<file path="src/rtl/univ_piposr_pkg.sv">
// Shared definitions for the universal shift register: mode codes, burst FSM states, shift function.
// Latency: n/a (types and a pure combinational function).
// Backpressure: none.
package univ_piposr_pkg;

    // Widest register the shared shift function supports
    localparam int MAXW = 32;

    localparam logic [2:0] M_HOLD = 3'd0;
    localparam logic [2:0] M_SHR  = 3'd1;
    localparam logic [2:0] M_SHL  = 3'd2;
    localparam logic [2:0] M_ROR  = 3'd3;
    localparam logic [2:0] M_ROL  = 3'd4;
    localparam logic [2:0] M_ASR  = 3'd5;

    typedef enum logic [1:0] {
        S_IDLE = 2'd0,
        S_RUN  = 2'd1,
        S_FIN  = 2'd2
    } state_t;

    // One shift step on the low w bits of sr; bits at w and above come back as zero.
    // Codes 6 and 7 fall through to hold.
    function automatic logic [MAXW-1:0] next_sr(input logic [MAXW-1:0] sr,
                                                 input logic [2:0]      mode,
                                                 input logic            sir,
                                                 input logic            sil,
                                                 input int              w);
        logic [MAXW-1:0] r;
        logic            msb;
        msb = sr[w-1];
        case (mode)
            M_SHR:   begin r = sr >> 1; r[w-1] = sir;   end
            M_SHL:   r = {sr[MAXW-2:0], sil};
            M_ROR:   begin r = sr >> 1; r[w-1] = sr[0]; end
            M_ROL:   r = {sr[MAXW-2:0], msb};
            M_ASR:   begin r = sr >> 1; r[w-1] = msb;   end
            default: r = sr;
        endcase
        for (int i = 0; i < MAXW; i++) begin
            if (i >= w) r[i] = 1'b0;
        end
        return r;
    endfunction

endpackage

</file>
<file path="src/rtl/piposr_burst_ctrl.sv">
// Burst controller: IDLE/RUN/FIN FSM, remaining-shift count and latched burst mode.
// Latency: START at edge t runs shifts at edges t+1..t+n; DONE is high for the cycle after edge t+n.
// Backpressure: none; LDin, MODE and START are ignored while a burst runs or finishes.
module piposr_burst_ctrl
    import univ_piposr_pkg::*;
#(
    parameter int WIDTH = 8,
    parameter int CW    = $clog2(WIDTH + 1)
) (
    input  logic          i_ck,
    input  logic          i_rst,
    input  logic          i_start,
    input  logic          i_ld,
    input  logic [2:0]    i_mode,
    input  logic [CW-1:0] i_cnt,
    output logic          o_busy,
    output logic          o_done,
    output logic [2:0]    o_mode,
    output logic          o_ld_en
);

    localparam logic [CW-1:0] CNT_MAX = CW'(WIDTH);

    state_t        r_state;
    state_t        w_state_nxt;
    logic [CW-1:0] r_rem;
    logic [CW-1:0] w_rem_nxt;
    logic [2:0]    r_bmode;
    logic [2:0]    w_bmode_nxt;
    logic [CW-1:0] w_cnt_sat;

    // Over-long requests are clamped so a burst never exceeds one full register width
    assign w_cnt_sat = (i_cnt > CNT_MAX) ? CNT_MAX : i_cnt;

    // State, remaining count and latched mode registers
    always_ff @(posedge i_ck or posedge i_rst) begin
        if (i_rst) begin
            r_state <= S_IDLE;
            r_rem   <= '0;
            r_bmode <= M_HOLD;
        end else begin
            r_state <= w_state_nxt;
            r_rem   <= w_rem_nxt;
            r_bmode <= w_bmode_nxt;
        end
    end

    // Next-state logic and the mode/load selection seen by the shift register
    always_comb begin
        w_state_nxt = r_state;
        w_rem_nxt   = r_rem;
        w_bmode_nxt = r_bmode;
        o_mode      = M_HOLD;
        o_ld_en     = 1'b0;
        o_busy      = 1'b0;
        o_done      = 1'b0;
        case (r_state)
            S_IDLE: begin
                // A load on the same edge as START wins and the START is dropped
                o_ld_en = i_ld;
                if (!i_ld) begin
                    if (i_start) begin
                        // The START edge itself leaves SR untouched
                        w_rem_nxt   = w_cnt_sat;
                        w_bmode_nxt = i_mode;
                        w_state_nxt = (w_cnt_sat == '0) ? S_FIN : S_RUN;
                    end else begin
                        o_mode = i_mode;
                    end
                end
            end
            S_RUN: begin
                o_busy    = 1'b1;
                o_mode    = r_bmode;
                w_rem_nxt = r_rem - CW'(1);
                if (r_rem == CW'(1)) w_state_nxt = S_FIN;
            end
            S_FIN: begin
                o_done      = 1'b1;
                w_state_nxt = S_IDLE;
            end
            default: w_state_nxt = S_IDLE;
        endcase
    end

endmodule

</file>
<file path="src/rtl/univ_piposr.sv">
// Universal parallel-in/parallel-out shift register with shift/rotate modes and counted auto-shift bursts.
// Latency: Din reaches the serial taps 1 edge after LDin and Dout 2 edges after LDin (LDout on the second edge).
// Backpressure: none; BUSY flags that parallel load and MODE are ignored during a burst.
module univ_piposr
    import univ_piposr_pkg::*;
#(
    parameter int WIDTH = 8,
    parameter int CW    = $clog2(WIDTH + 1)
) (
    input  logic             CK,
    input  logic             RST,
    input  logic [WIDTH-1:0] Din,
    input  logic             LDin,
    input  logic             LDout,
    input  logic [2:0]       MODE,
    input  logic             SIR,
    input  logic             SIL,
    input  logic             START,
    input  logic [CW-1:0]    CNT,
    output logic [WIDTH-1:0] Dout,
    output logic             SOR,
    output logic             SOL,
    output logic             BUSY,
    output logic             DONE
);

    logic [WIDTH-1:0] r_sr;
    logic [WIDTH-1:0] r_dout;
    logic [WIDTH-1:0] w_sr_nxt;
    logic [2:0]       w_eff_mode;
    logic             w_ld_en;

    piposr_burst_ctrl #(
        .WIDTH (WIDTH),
        .CW    (CW)
    ) u_ctrl (
        .i_ck    (CK),
        .i_rst   (RST),
        .i_start (START),
        .i_ld    (LDin),
        .i_mode  (MODE),
        .i_cnt   (CNT),
        .o_busy  (BUSY),
        .o_done  (DONE),
        .o_mode  (w_eff_mode),
        .o_ld_en (w_ld_en)
    );

    // Free-running and burst shifts share one datapath; the controller chooses the mode
    assign w_sr_nxt = WIDTH'(next_sr(MAXW'(r_sr), w_eff_mode, SIR, SIL, WIDTH));

    // Shift register: parallel load has priority over the selected shift
    always_ff @(posedge CK or posedge RST) begin
        if (RST) begin
            r_sr <= '0;
        end else if (w_ld_en) begin
            r_sr <= Din;
        end else begin
            r_sr <= w_sr_nxt;
        end
    end

    // Output register captures SR as it was before this edge's update
    always_ff @(posedge CK or posedge RST) begin
        if (RST) begin
            r_dout <= '0;
        end else if (LDout) begin
            r_dout <= r_sr;
        end
    end

    assign Dout = r_dout;
    assign SOR  = r_sr[0];
    assign SOL  = r_sr[WIDTH-1];

endmodule

</file>
<file path="config.mk">
export PLATFORM = sky130hd
export DESIGN_NAME = univ_piposr
export DESIGN_NICKNAME = d
export VERILOG_FILES = /design/src/rtl/univ_piposr_pkg.sv /design/src/rtl/piposr_burst_ctrl.sv /design/src/rtl/univ_piposr.sv
export SDC_FILE = /design/constraint.sdc
export NUM_CORES = 1
export LEC_CHECK = 0
export ABC_AREA = 1
export CORE_MARGIN = 2
export CORE_UTILIZATION = 46
export DETAILED_ROUTE_END_ITERATION = 6
export GPL_TIMING_DRIVEN = 0
export PLACE_DENSITY = 0.73
export REMOVE_ABC_BUFFERS = 1
export SLEW_MARGIN = 30
export SYNTH_ARGS = -nofsm -noshare
export SYNTH_HDL_FRONTEND = slang
export SYNTH_SLANG_ARGS = --single-unit
export TNS_END_PERCENT = 10
</file>
<file path="constraint.sdc">
create_clock -name CK -period 1.6 [get_ports CK]
set_input_delay 0.32 -clock CK [delete_from_list [all_inputs] [get_ports CK]]
set_output_delay 0.32 -clock CK [all_outputs]
set_load 0.01 [all_outputs]
</file>
==> impl_metrics.ini, run 1 <==
[synth]
ys.flop_type = dfrtp_1
ys_warn_count = 0
synth_edf_count = 0
ys_async_sr_fraction_pct = 100
ys_ff_latch = 25
muxShareOfSynthArea_pct = 4.12
synthXorXnorAreaFrac_pct = 0.534
synthCells = 205
synth_compound_area_share_pct = 7.09
synthAdderAreaFrac_pct = 1.53
syn_area_per_cell_um2 = 8.00
ys_seq_area_share_pct = 38.1
syn_area_um2 = 1640
synth_top_family_by_area = simple AND/OR/NAND/NOR gates
synth-simple-area-share_pct = 40.0
yosys.cell_types.count = 30

[timing]
fin_crit_sh_pct = 112
rsz0062_at_grt = yes
period_minus_slack_ns = 1.79
max_freq_mhz = 559
relSlewSlack_pct = 49.6
worst_slack_ns = -0.190
setup_viol = 10
drv_slew = 0
holdWs_ns = 0.318
fin_setup_tns_ns = -1.39
skew_ns = 0.0135
report.final.hold_viol_count = 0
worst_pin_slew_ns = 0.750

[critical_path]
critPathKind = reg2reg
crit_slowest_cell = dfrtp_2
cp_top_family = simple AND/OR/NAND/NOR gates
worstPathArrival_ns = 2.02
worstPathMaxFanout = 7
worstPathCellList = nor2_4 -> nand2_4 -> nor2_4 -> nor2_4 -> nand3_2 -> nand2_2 -> nor2_4 -> buf_12 -> nor2_2 -> nand2_1 -> o21ai_1
critPathMaxStageDelay_ns = 0.48
cp_common_cell = nor2_4
start_kind = flip-flop
crit_buf_inv = 1
crit_path_end_kind = flip-flop
crit_required_ns = 1.83

[power_and_ir_drop]
internal-power_mw = 2.50
peakVddDrop_mv = 0.948
finalPower_mw = 4.74
p_seq_share_pct = 26.1
power_switching_share_pct = 47.1
leakage_nw = 1.10
netSwitchingPower_mw = 2.23
combPwrFrac_pct = 67.6
clkPwrFrac_pct = 6.3
powerDensity_nw_per_um2 = 2150

[layout]
filler_cell_count = 285
nets = 272
seqCellArea_um2 = 627
layout-drive-gt1-share_pct = 25.9
final_common_cell = nand2_1
layout_common_cells = nand2_1, dfrtp_1, clkdlybuf4s50_1
area_growth_pct = 34.6
antenna_cells = 0
multi_input_area_um2 = 938

[clock_tree]
cts.sinks = 25
root_buffer = clkbuf_4
htree_levels = 1
clockBufferDepth = 2
numCtsBuffers = 3
cts.reportedPaths.clkPinSlew_ns = 0.15
cts.hold.buffers_added = 0
cts_tree = done
clk_latency_ns = 0.33

[floorplan]
start_util_pct = 48.4
die_w_um = 63.7
core.rowCount = 21
num_io_pins = 34
die_h_um = 63.7
die-area_um2 = 4060
core_region_area_um2 = 3390

[placement]
place.gp.congestion = 0.802
place_hpwl_um = 2530
io_buffers = 33

[routing]
wl_per_cell_um = 12.8
drt_drc_violations_left = 0
drtAntennaViolNets = 0
via_count = 1497
vias_per_cell = 5.11
drt_iter0_markers = 77
drt_pass1_iterations = 4
drt-total-wl_um = 3760

[grt]
antenna_found_initial = 0
grt_pass1_wl_um = 5750
grt_max_degree = 26
grt_use_total_pct = 17.8
grt_pass1_vias = 1288
overflow = 0

[run_status]
outcome = finished with violations
violations = setup timing

[hold_path]
hold_class = in2async

[flow_run]
drv_cap = 0
==> power groups by stage <==
stage               registers (mW)  logic (mW)  clock network [mW]
global route                  1.28        3.51               0.337
global placement              1.25        2.57                   0
floorplan                     1.24        1.89                   0
detailed placement            1.25        2.61                   0
CTS                           1.24        2.78               0.315
finish                        1.24        3.20               0.300
==> flip-flops by register name, indices dropped and copies added (netlist names) <==
register	cells
u_ctrl.r_rem	4
Dout	8
u_ctrl.r_bmode	3
u_ctrl.r_state	2
r_sr	8
==> worst reg2reg max path, cell delays in order (launching register included) <==
cell and delay, ns:
dfrtp_2 0.48, nor2_4 0.26, nand2_4 0.12, nor2_4 0.14, nor2_4 0.05, nand3_2 0.09
nand2_2 0.07, nor2_4 0.18, buf_12 0.15, nor2_2 0.03, nand2_1 0.06, o21ai_1 0.06
==> metrics by stage <==
step	instances	util [%]	setup WS, ns	cell area, um2
6_report	293	65.1	-0.190	2210
5_1_grt	293	65.1	-0.271	2210
4_1_cts	286	60.9	-0.186	2070
3_5_place_dp	280	58.8	-0.607	1990
3_3_place_gp	280	58.8	-0.584	1990
2_1_floorplan	201	-	-0.0957	1610
==> synthesized netlist by cell type, types with 2 or more instances <==
master | count | area [um2]
nand2_2 | 3 | 18.8
inv_1 | 23 | 86.3
buf_6 | 2 | 22.5
ha_1 | 2 | 25.0
o21ai_0 | 8 | 40.0
nand2_1 | 44 | 165
nor2_2 | 7 | 43.8
nand2_4 | 8 | 90.1
nor2_4 | 6 | 67.6
o22ai_1 | 3 | 18.8
nand4_1 | 5 | 31.3
dfrtp_1 | 25 | 626
inv_2 | 4 | 15.0
mux2_2 | 6 | 67.6
a21oi_1 | 2 | 10.0
nor2_1 | 20 | 75.1
o21ai_1 | 3 | 15.0
nand3_1 | 22 | 110
==> worst paths after layout <==
kind | from | cells after the start | to | slack (ns)
min in group CK | Dout[2] | 1 | Dout[2] | 0.52
min | RST | 2 | u_ctrl.r_state[1] | 0.32
min reg2reg | Dout[2] | 1 | Dout[2] | 0.52
max reg2reg | u_ctrl.r_state[0] | 11 | r_sr[5] | -0.19
max | u_ctrl.r_state[0] | 11 | r_sr[5] | -0.19
max in group asynchronous | RST | 2 | u_ctrl.r_state[0] | 0.90
==> kinds of logic after synthesis <==
group / count (synthesis)
adders and majority gates: 2
muxes: 6
DFF: 25
AOI/OAI and AO/OA: 20
and+or+nand+nor: 119
xor gates and xnor gates: 1
buffers and inverters: 32
==> metal layers <==
layer | wire, um | up-vias | global-route usage, %
li1 | - | 748 | -
met1 | 1830 | 706 | 25.3
met2 | 1740 | 36 | 27.4
met3 | 129 | 7 | 3.57
met4 | 59 | 0 | 4.89
met5 | 0 | - | 0
==> final cells by class <==
type / instances / share of cell area [%]
tap: 46 / 2.61
clock buffer: 3 / 1.02
sequential: 25 / 28.4
inverter: 28 / 4.99
timing repair buffer: 42 / 20.1
clock inverter: 1 / 0.340
multi-input combinational: 148 / 42.5
==> what timing repair did <==
action | CTS | global route
setup endpoints to repair | 12 | 18
buffers inserted | 2 | 6
pin swaps | 2 | 9
cloned | 0 | 1
resized for setup | 9 | 20
(Power assumes the default switching activity.)
==> run 2: changes to the inputs <==
- CORE_UTILIZATION: 46 -> 50
- PLACE_DENSITY: 0.73 -> 0.75
- SLEW_MARGIN: 30 -> 5
- clock period: 1.6 -> 1.97 ns (I/O delays scaled with it)
==> impl_metrics.ini, run 2 (synthesis gave the netlist of run 1 again) <==
[timing]
period_minus_slack_ns = 1.89
drv_slew = 0
rsz0062_at_grt = no
fin_crit_sh_pct = 96.0
worst_pin_slew_ns = 0.941
holdWs_ns = 0.528
report.final.hold_viol_count = 0
relSlewSlack_pct = 37.2
max_freq_mhz = 529
setup_viol = 0
worst_slack_ns = 0.0796
skew_ns = 0.00694

[layout]
post-route-cell-area_um2 = 2070
final_common_cell = nand2_1
filler_cell_count = 268
multi_input_area_um2 = 873
layout-drive-gt1-share_pct = 19.8
finalNonFillerCells = 287
layout_common_cells = nand2_1, clkdlybuf4s50_1, dfrtp_1
nets = 268
area_growth_pct = 26.4
seqCellArea_um2 = 627
antenna_cells = 0

[power_and_ir_drop]
internal-power_mw = 1.89
finalPower_mw = 3.55
powerDensity_nw_per_um2 = 1710
p_seq_share_pct = 27.9
clkPwrFrac_pct = 7.3
netSwitchingPower_mw = 1.66
peakVddDrop_mv = 0.986
combPwrFrac_pct = 64.8
leakage_nw = 1.00
power_switching_share_pct = 46.9

[grt]
grt_max_degree = 26
grt_pass1_vias = 1298
overflow = 0
grt_pass1_wl_um = 5690
grt_use_total_pct = 20.2
antenna_found_initial = 0

[flow_run]
drv_cap = 0

[critical_path]
crit_path_end_kind = output port
worstPathArrival_ns = 1.50
worstPathCellList = nor2_1 -> clkdlybuf4s50_1
critPathMaxStageDelay_ns = 0.54
crit_slowest_cell = clkdlybuf4s50_1
worstPathMaxFanout = 5
start_kind = flip-flop
crit_required_ns = 1.58
critPathKind = reg2out

[clock_tree]
cts.reportedPaths.clkPinSlew_ns = 0.15
root_buffer = clkbuf_4
cts.sinks = 25
htree_levels = 1
clockBufferDepth = 2
cts.hold.buffers_added = 0
cts_tree = done
numCtsBuffers = 3
clk_latency_ns = 0.34

[floorplan]
core.rowCount = 20
start_util_pct = 53.3
num_io_pins = 34
die_h_um = 61.3
die-area_um2 = 3750
die_w_um = 61.3
core_region_area_um2 = 3080

[routing]
drt_pass1_iterations = 4
vias_per_cell = 4.93
drtAntennaViolNets = 0
drt_iter0_markers = 72
wl_per_cell_um = 11.7
drt-total-wl_um = 3350
drt_drc_violations_left = 0
via_count = 1416

[placement]
place.gp.congestion = 0.843
place_hpwl_um = 2480
post-place-cells = 278
place_ws_ns = -0.293
placed_area_um2 = 1990
io_buffers = 33

[hold_path]
hold_class = reg2reg

[run_status]
outcome = complete, no violations
-- run 2: path summary, 6_finish.rpt --
kind / from / endpoint / slack (ns) / cells after the start
worst max-delay path: u_ctrl.r_state[0] / DONE / 0.08 / 2
worst min-delay path: Dout[3] / Dout[3] / 0.53 / 1
worst max register to register: u_ctrl.r_state[1] / r_sr[4] / 0.13 / 12
worst min register to register: Dout[3] / Dout[3] / 0.53 / 1
max in group asynchronous: RST / u_ctrl.r_state[0] / 0.79 / 2
min in group asynchronous: RST / Dout[2] / 0.55 / 2
-- run 2: power groups by stage --
stage | Sequential, mW | Combinational (mW) | Clock (mW)
final | 0.992 | 2.30 | 0.258
after floorplan | 1.01 | 1.54 | 0
after detailed placement | 1.01 | 2.12 | 0
after global placement | 1.01 | 2.09 | 0
after CTS | 0.986 | 2.17 | 0.270
after global routing | 1.02 | 2.58 | 0.291
-- run 2: layout make-up --
cell class / instances / area share, %
multi-input cells: 148 / 42.1
repair buffers: 38 / 18.3
clock buffers: 3 / 1.09
clock inverters: 1 / 0.422
flip-flops and latches: 25 / 30.2
inverters: 28 / 5.19
well taps: 44 / 2.66
-- run 2: per-layer routing --
metal / vias to the layer above / track usage (%) / wire [um]
met5: - / 0 / 0
li1: 734 / - / -
met2: 30 / 29.2 / 1540
met4: 0 / 6.52 / 27
met1: 650 / 30.2 / 1620
met3: 2 / 4.41 / 165
-- run 2: critical path, delay by kind of cell (launching register included) --
family	cells	cell delay, ns
simple gates	1	0.14
flops	1	0.49
buf+inv	1	0.54
-- run 2: repair_timing --
item,4_1_cts,5_1_grt
cloned,0,0
pin swaps,1,2
setup buffers,2,3
setup endpoints to repair,2,7
gates resized for setup,2,0
-- run 2: per-stage QoR --
stage	setup TNS [ns]	util, %
detailed placement	-1.89	64.7
finish	0	67.4
floorplan	0	-
global route	0	67.4
CTS	0	66.2
global placement	-1.78	64.7
